==> src/rtl/i2c_pkg.sv <==
// rtl/i2c_pkg.sv - shared I2C target types and constants
package i2c_pkg;

  localparam int I2C_ADDR_W = 7;
  localparam int I2C_BYTE_W = 8;

  localparam logic I2C_RD = 1'b1;
  localparam logic I2C_WR = 1'b0;

  typedef enum logic [2:0] {
    IDLE,
    ADDR,
    ADDR_ACK,
    TX,
    MACK,
    WAIT_STOP
  } i2c_state_e;

endpackage

==> src/rtl/i2c_bus_sync.sv <==
// rtl/i2c_bus_sync.sv - SCL/SDA synchronizer with registered edge and START/STOP events
module i2c_bus_sync #(
  parameter int SYNC_STAGES = 2
) (
  input  logic clk,
  input  logic reset,
  input  logic scl_in,
  input  logic sda_in,
  output logic scl,
  output logic sda,
  output logic scl_rise,
  output logic scl_fall,
  output logic start_det,
  output logic stop_det
);

  logic [SYNC_STAGES-1:0] scl_sr;
  logic [SYNC_STAGES-1:0] sda_sr;
  logic                   scl_p;
  logic                   sda_p;
  logic                   scl_s;
  logic                   sda_s;

  assign scl_s = scl_sr[SYNC_STAGES-1];
  assign sda_s = sda_sr[SYNC_STAGES-1];

  // scl/sda come from the previous-value register so they line up with the event pulses
  assign scl = scl_p;
  assign sda = sda_p;

  // Chains reset to the idle-high bus level so leaving reset creates no START/STOP
  always_ff @(posedge clk or negedge reset) begin
    if (!reset) begin
      scl_sr    <= '1;
      sda_sr    <= '1;
      scl_p     <= 1'b1;
      sda_p     <= 1'b1;
      scl_rise  <= 1'b0;
      scl_fall  <= 1'b0;
      start_det <= 1'b0;
      stop_det  <= 1'b0;
    end else begin
      scl_sr    <= {scl_sr[SYNC_STAGES-2:0], scl_in};
      sda_sr    <= {sda_sr[SYNC_STAGES-2:0], sda_in};
      scl_p     <= scl_s;
      sda_p     <= sda_s;
      scl_rise  <= scl_s & ~scl_p;
      scl_fall  <= ~scl_s & scl_p;
      start_det <= scl_s & scl_p & sda_p & ~sda_s;
      stop_det  <= scl_s & scl_p & ~sda_p & sda_s;
    end
  end

endmodule

==> src/rtl/i2c_slave_tx.sv <==
// rtl/i2c_slave_tx.sv - I2C target transmitter serving master reads from a byte source
module i2c_slave_tx import i2c_pkg::*; #(
  parameter logic [I2C_ADDR_W-1:0] ADDR        = 7'd27,
  parameter int                    SYNC_STAGES = 2
) (
  input  logic                  clk,
  input  logic                  reset,
  input  logic                  scl_in,
  input  logic                  sda_in,
  output logic                  sda_oe,
  input  logic [I2C_BYTE_W-1:0] tx_data,
  input  logic                  tx_valid,
  output logic                  tx_ready,
  output logic                  underrun,
  output logic                  addr_hit,
  output logic                  master_nack,
  output logic                  busy
);

  logic scl;
  logic sda;
  logic scl_rise;
  logic scl_fall;
  logic start_det;
  logic stop_det;

  i2c_bus_sync #(
    .SYNC_STAGES (SYNC_STAGES)
  ) u_sync (
    .clk       (clk),
    .reset     (reset),
    .scl_in    (scl_in),
    .sda_in    (sda_in),
    .scl       (scl),
    .sda       (sda),
    .scl_rise  (scl_rise),
    .scl_fall  (scl_fall),
    .start_det (start_det),
    .stop_det  (stop_det)
  );

  i2c_state_e            state, state_n;
  logic [3:0]            bit_cnt, cnt_n;
  logic [I2C_BYTE_W-1:0] shift_reg, shift_n;
  logic [I2C_BYTE_W-1:0] load_byte;
  logic                  oe_n;
  logic                  do_load;
  logic                  tx_ready_n, underrun_n, addr_hit_n, nack_n;
  logic                  scl_unused;

  assign scl_unused = scl;
  assign busy       = (state != IDLE);
  assign load_byte  = tx_valid ? tx_data : 8'hFF;

  always_comb begin
    state_n    = state;
    cnt_n      = bit_cnt;
    shift_n    = shift_reg;
    oe_n       = sda_oe;
    do_load    = 1'b0;
    tx_ready_n = 1'b0;
    underrun_n = 1'b0;
    addr_hit_n = 1'b0;
    nack_n     = 1'b0;

    if (stop_det) begin
      state_n = IDLE;
      oe_n    = 1'b0;
    end else if (start_det) begin
      state_n = i2c_pkg::ADDR;
      cnt_n   = 4'd0;
      oe_n    = 1'b0;
    end else begin
      unique case (state)
        IDLE: begin
        end
        i2c_pkg::ADDR: begin
          if (scl_rise) begin
            shift_n = {shift_reg[6:0], sda};
            cnt_n   = bit_cnt + 4'd1;
          end else if (scl_fall && bit_cnt == 4'd8) begin
            cnt_n = 4'd0;
            if (shift_reg[7:1] == ADDR && shift_reg[0] == I2C_RD) begin
              oe_n       = 1'b1;
              addr_hit_n = 1'b1;
              state_n    = ADDR_ACK;
            end else begin
              state_n = WAIT_STOP;
            end
          end
        end
        ADDR_ACK: begin
          if (scl_fall) do_load = 1'b1;
        end
        TX: begin
          if (scl_fall) begin
            if (bit_cnt == 4'd8) begin
              oe_n    = 1'b0;
              cnt_n   = 4'd0;
              state_n = MACK;
            end else begin
              shift_n = {shift_reg[6:0], 1'b1};
              oe_n    = ~shift_reg[6];
              cnt_n   = bit_cnt + 4'd1;
            end
          end
        end
        MACK: begin
          // A NACK leaves the state, so a fall seen here always follows an ACK
          if (scl_rise && sda) begin
            nack_n  = 1'b1;
            state_n = WAIT_STOP;
          end else if (scl_fall) begin
            do_load = 1'b1;
          end
        end
        WAIT_STOP: begin
          oe_n = 1'b0;
        end
        default: begin
          state_n = IDLE;
          oe_n    = 1'b0;
        end
      endcase
    end

    // bit_cnt counts bits already put on the bus, so bit 7 counts as one
    if (do_load) begin
      shift_n    = load_byte;
      oe_n       = ~load_byte[7];
      tx_ready_n = 1'b1;
      underrun_n = ~tx_valid;
      cnt_n      = 4'd1;
      state_n    = TX;
    end
  end

  always_ff @(posedge clk or negedge reset) begin
    if (!reset) begin
      state       <= IDLE;
      bit_cnt     <= 4'd0;
      shift_reg   <= 8'hFF;
      sda_oe      <= 1'b0;
      tx_ready    <= 1'b0;
      underrun    <= 1'b0;
      addr_hit    <= 1'b0;
      master_nack <= 1'b0;
    end else begin
      state       <= state_n;
      bit_cnt     <= cnt_n;
      shift_reg   <= shift_n;
      sda_oe      <= oe_n;
      tx_ready    <= tx_ready_n;
      underrun    <= underrun_n;
      addr_hit    <= addr_hit_n;
      master_nack <= nack_n;
    end
  end

endmodule

==> config.mk <==
export PLATFORM = sky130hd
export DESIGN_NAME = i2c_slave_tx
export DESIGN_NICKNAME = d
export VERILOG_FILES = /design/src/rtl/i2c_pkg.sv /design/src/rtl/i2c_bus_sync.sv /design/src/rtl/i2c_slave_tx.sv
export SDC_FILE = /design/constraint.sdc
export NUM_CORES = 1
export LEC_CHECK = 0
export ABC_CLOCK_PERIOD_IN_PS = 2400
export CELL_PAD_IN_SITES_DETAIL_PLACEMENT = 1
export CELL_PAD_IN_SITES_GLOBAL_PLACEMENT = 2
export CORE_AREA = 4 4 74 76
export DETAILED_ROUTE_END_ITERATION = 16
export DIE_AREA = 0 0 78 80
export GPL_TIMING_DRIVEN = 0
export PLACE_DENSITY = 0.86
export SETUP_SLACK_MARGIN = 0.2
export SYNTH_ARGS = -nofsm -noshare
export SYNTH_HDL_FRONTEND = slang
export SYNTH_SLANG_ARGS = --single-unit
==> constraint.sdc <==
create_clock -name clk -period 2.4 [get_ports clk]
set_clock_uncertainty 0.1 [all_clocks]
set_input_delay 0.24 -clock clk [delete_from_list [all_inputs] [get_ports clk]]
set_output_delay 0.24 -clock clk [all_outputs]
set_load 0.05 [all_outputs]
==> results.txt <==
----------------------------------------------------
[Global routing]
  Via count of the first global-routing pass ... between 1,500 and 2,000
  Global route total overflow ... 0
  Total routing usage reported by global routing ... 0.147
  Global-route wire length before repair ... ~7300 um
  Antenna violations before repair ... 0
  Pin count of the biggest net entering global routing ... 31

[Min path]
  Worst Hold End ... underrun
  Cells on Worst Hold Path ... 2
  Class of the tightest hold or removal check ... in -> reg
  Startpoint of the lowest-slack hold path ... tx_valid

[Status]
  Result of the run ... finished, final reports clean

[Logic synthesis]
  Count of warnings emitted by yosys ... 0
  Post-synthesis sequential element count ... 30
  Mapped Avg Cell Area ... roughly 10 um^2
  Number of flops mapped to enable cells by yosys ... 0
  Sequential element share of the synthesized area ... 0.466
  Mapped Nets ... between 150 and 200
  Count of cell types in the netlist ... 46
  Fraction of synthesized cell area taken by the top area cell type ... 0.243
  Share of flip-flops with an asynchronous set or reset after synthesis ... 1.00
  Synth area leader ... sky130_fd_sc_hd__dfrtp_1
  Post-synthesis instance area ... ~1700 um^2
  Gate Count Post-Synth ... between 150 and 200
  Ranking of synthesized cells by area ... sky130_fd_sc_hd__dfrtp_1 24%, sky130_fd_sc_hd__dfstp_2 22%, sky130_fd_sc_hd__mux2_2 6.8%
  Top_reg_cell synth ... sky130_fd_sc_hd__dfrtp_1

[Placed design]
  Count of input and output buffers ... 17
  Weighted congestion reported at the end of routability-driven placement ... 0.912
  Number of placed cells counting well taps ... 248
  HPWL after detailed placement ... about 3000 um

[Floorplanning]
  Placeable core area ... about 4700 um^2
  Initial standard-cell utilization of the core ... 0.349
  Total Die Area ... between 6000 and 7000 um^2
  Top-level I/O count ... 19
  Die extent in y ... approximately 80 um
  Width of the chip ... 78 um
  Row count ... 25

[Setup path]
  Largest driver fanout on the critical path ... 10
  Endpoint of the most critical register-to-register path ... state[1]
  Cell at the slowest stage of the critical path ... sky130_fd_sc_hd__dfrtp_1
  Register-to-register setup slack ... approximately 0.26 ns
  Cells traversed along the worst timing path ... nand2b_1, clkinv_2, and3_1, buf_2, o21bai_1, mux2_2
  Nature of the critical path startpoint ... flip-flop
  Family with the most delay on the worst path ... simple AND/OR/NAND/NOR gates
  Critical Path AT ... 2.21 ns
  Critical Path RT ... around 2.5 ns
  Kind of critical path ... reg -> reg
  Worst stage delay on the critical path ... just under 0.5 ns
  Path depth of the worst reg2reg path ... 6
  Worst Path Buf+Inv ... 2
  FF-to-FF Start ... u_sync.scl_fall
  Type of element capturing the critical path ... flip-flop

[Drt]
  First-pass iteration count of the detailed router ... 4
  Detailed-routed wire length on met3 ... roughly 230 um
  DRT Wirelength ... about 4300 um
  Highest metal layer used by the detailed router ... met4
  Via-per-instance ratio ... between 5 and 6
  Count of antenna-violating nets left after detailed routing ... 0
  # DRC ... 0
  Drt initial violations ... between 100 and 150
  Post-detailed-route wirelength per cell ... between 15 and 20 um
  Metal1 wirelength ... 1840 um
  Routed wire length on met2 ... roughly 2200 um
  Total number of vias ... roughly 1,400

[CTS]
  Clk Tree Root Cell ... sky130_fd_sc_hd__clkbuf_8
  Maximum level of the CTS H-tree ... 2
  Skew-Pair Late Insertion Delay ... ~0.28 ns
  Number of sinks on the clock net ... 30
  CTS clk-pin slew, worst paths ... around 0.070 ns
  Clock tree from TritonCTS ... yes
  Max Root-Sink Buffers ... 2
  Number of buffers created by CTS ... 5

[STA]
  WHS ... approximately 0.15 ns
  Post-layout min period ... ~2.1 ns
  Slew Limit Headroom ... 0.555
  Final period util ... 0.893
  Worst-Margin Slew ... 0.667 ns
  Achievable Freq ... ~470 MHz
  Setup repair after global routing missed its margin ... no
  Final-report setup violation count ... 0
  Setup TNS ... 0 ns
  Count of final hold-check violations ... 0
  Final max-slew violation count ... 0

[Pwr]
  Static power due to leakage ... between 0.8 and 0.9 nW
  PD cells ... roughly 1100 nW/um^2
  Total chip power ... between 2 and 2.5 mW
  Max IR drop VDD ... 0.000420 V

[Flow run]
  Number of violations of the max-capacitance limit ... 0

[Final layout]
  Layout Nets ... 210
  Fraction of layout instances using a drive strength above 1 ... 0.281
  Final instance count without filler cells ... around 260
  Number of diodes added for antenna fixing ... 0
  Layout Area Growth over Synthesis ... 26.0%
  Max FFs per register ... 8

----------------------------------------------------
[per-layer routing]
layer  vias up  GRT usage
met3         6     0.0440
met4         0     0.0455
li1        654          -
met2        39      0.245
met1       702      0.182
met5         -          0
[worst max-delay path by stage]
| stage | start | end | slack (ns) | depth (start not counted) |
|---|---|---|---|---|
| 2_1_floorplan | bit_cnt[0] | state[0] | 0.45 | 7 |
| 3_3_place_gp | state[2] | shift_reg[3] | 0.21 | 5 |
| 3_5_place_dp | state[2] | shift_reg[1] | 0.18 | 5 |
| 4_1_cts | bit_cnt[0] | state[1] | 0.20 | 7 |
| 5_1_grt | bit_cnt[1] | state[1] | 0.18 | 7 |
| 6_report | u_sync.scl_fall | state[1] | 0.26 | 6 |
[kinds of logic (layout without fill, tap and decap cells)]
family,Yosys count,after routing,synth area share
mux,15,15,0.0993
buf+inv,21,53,0.0508
fa+ha+maj,2,2,0.0152
compound gates,41,41,0.172
simple gates,55,55,0.197
flops,30,30,0.466
[placed cells by master (no fill, tap or decap), drive strengths merged, types with 2 or more instances in the layout]
cell type / instances
ha: 2
a22oi: 2
clkbuf: 10
o2bb2ai: 2
nand2: 8
mux2: 11
a21oi: 3
nor2b: 7
nor3: 4
or3: 2
nand2b: 5
and2: 2
clkdlybuf4s50: 15
o21ai: 4
nor3b: 3
a31oi: 15
a21o: 2
buf: 11
dfrtp: 16
nand3b: 3
nor4bb: 2
dfstp: 14
mux2i: 4
o211ai: 3
nor2: 11
clkinv: 2
inv: 12
o21a: 2
[area by class of cell]
class | count | area [um^2]
buffer | 8 | 37.5
clock buffer | 6 | 82.6
clock inverter | 2 | 12.5
fill | 536 | 2640
inverter | 13 | 50.0
multi-input combinational | 113 | 825
sequential | 30 | 769
tap | 67 | 83.8
timing repair buffer | 24 | 219
[what timing repair did]
item,CTS,global route
endpoints found under the hold margin,0,16
pin swaps,0,3
buffers inserted,0,6
gates resized for setup,3,10
hold buffers,0,1
endpoints found under the setup margin,10,13
[synth_stat cells, types with 2 or more instances]
cell	n
sky130_fd_sc_hd__mux2i_1	4
sky130_fd_sc_hd__o211ai_1	3
sky130_fd_sc_hd__nor3b_1	3
sky130_fd_sc_hd__a21oi_1	3
sky130_fd_sc_hd__o2bb2ai_1	2
sky130_fd_sc_hd__nor2_1	11
sky130_fd_sc_hd__nor3_1	3
sky130_fd_sc_hd__a21o_1	2
sky130_fd_sc_hd__a22oi_1	2
sky130_fd_sc_hd__clkbuf_1	4
sky130_fd_sc_hd__ha_1	2
sky130_fd_sc_hd__dfstp_2	14
sky130_fd_sc_hd__or3_1	2
sky130_fd_sc_hd__nor2b_1	7
sky130_fd_sc_hd__o21ai_1	3
sky130_fd_sc_hd__nand2_1	8
sky130_fd_sc_hd__a31oi_1	15
sky130_fd_sc_hd__o21a_1	2
sky130_fd_sc_hd__dfrtp_1	16
sky130_fd_sc_hd__mux2_2	10
sky130_fd_sc_hd__buf_2	4
sky130_fd_sc_hd__inv_1	12
sky130_fd_sc_hd__nand2b_1	5
sky130_fd_sc_hd__nor4bb_1	2
sky130_fd_sc_hd__nand3b_1	3
sky130_fd_sc_hd__and2_1	2
[through the flow]
stage | util | setup slack, ns | area, um^2
final | 0.440 | 0.258 | 2080
after global routing | 0.440 | 0.181 | 2080
after CTS | 0.424 | 0.201 | 2000
after detailed placement | 0.403 | 0.181 | 1900
after global placement | 0.403 | 0.214 | 1900
after floorplan | - | 0.446 | 1650
[report_power, final]
group          switching (mW)  leakage [nW]  internal, mW
registers               0.100         0.359         0.673
clock network           0.196        0.0472         0.230
logic                   0.613         0.470         0.501
total                   0.909         0.877          1.40
No activity file was read; power rests on OpenSTA's default activity.
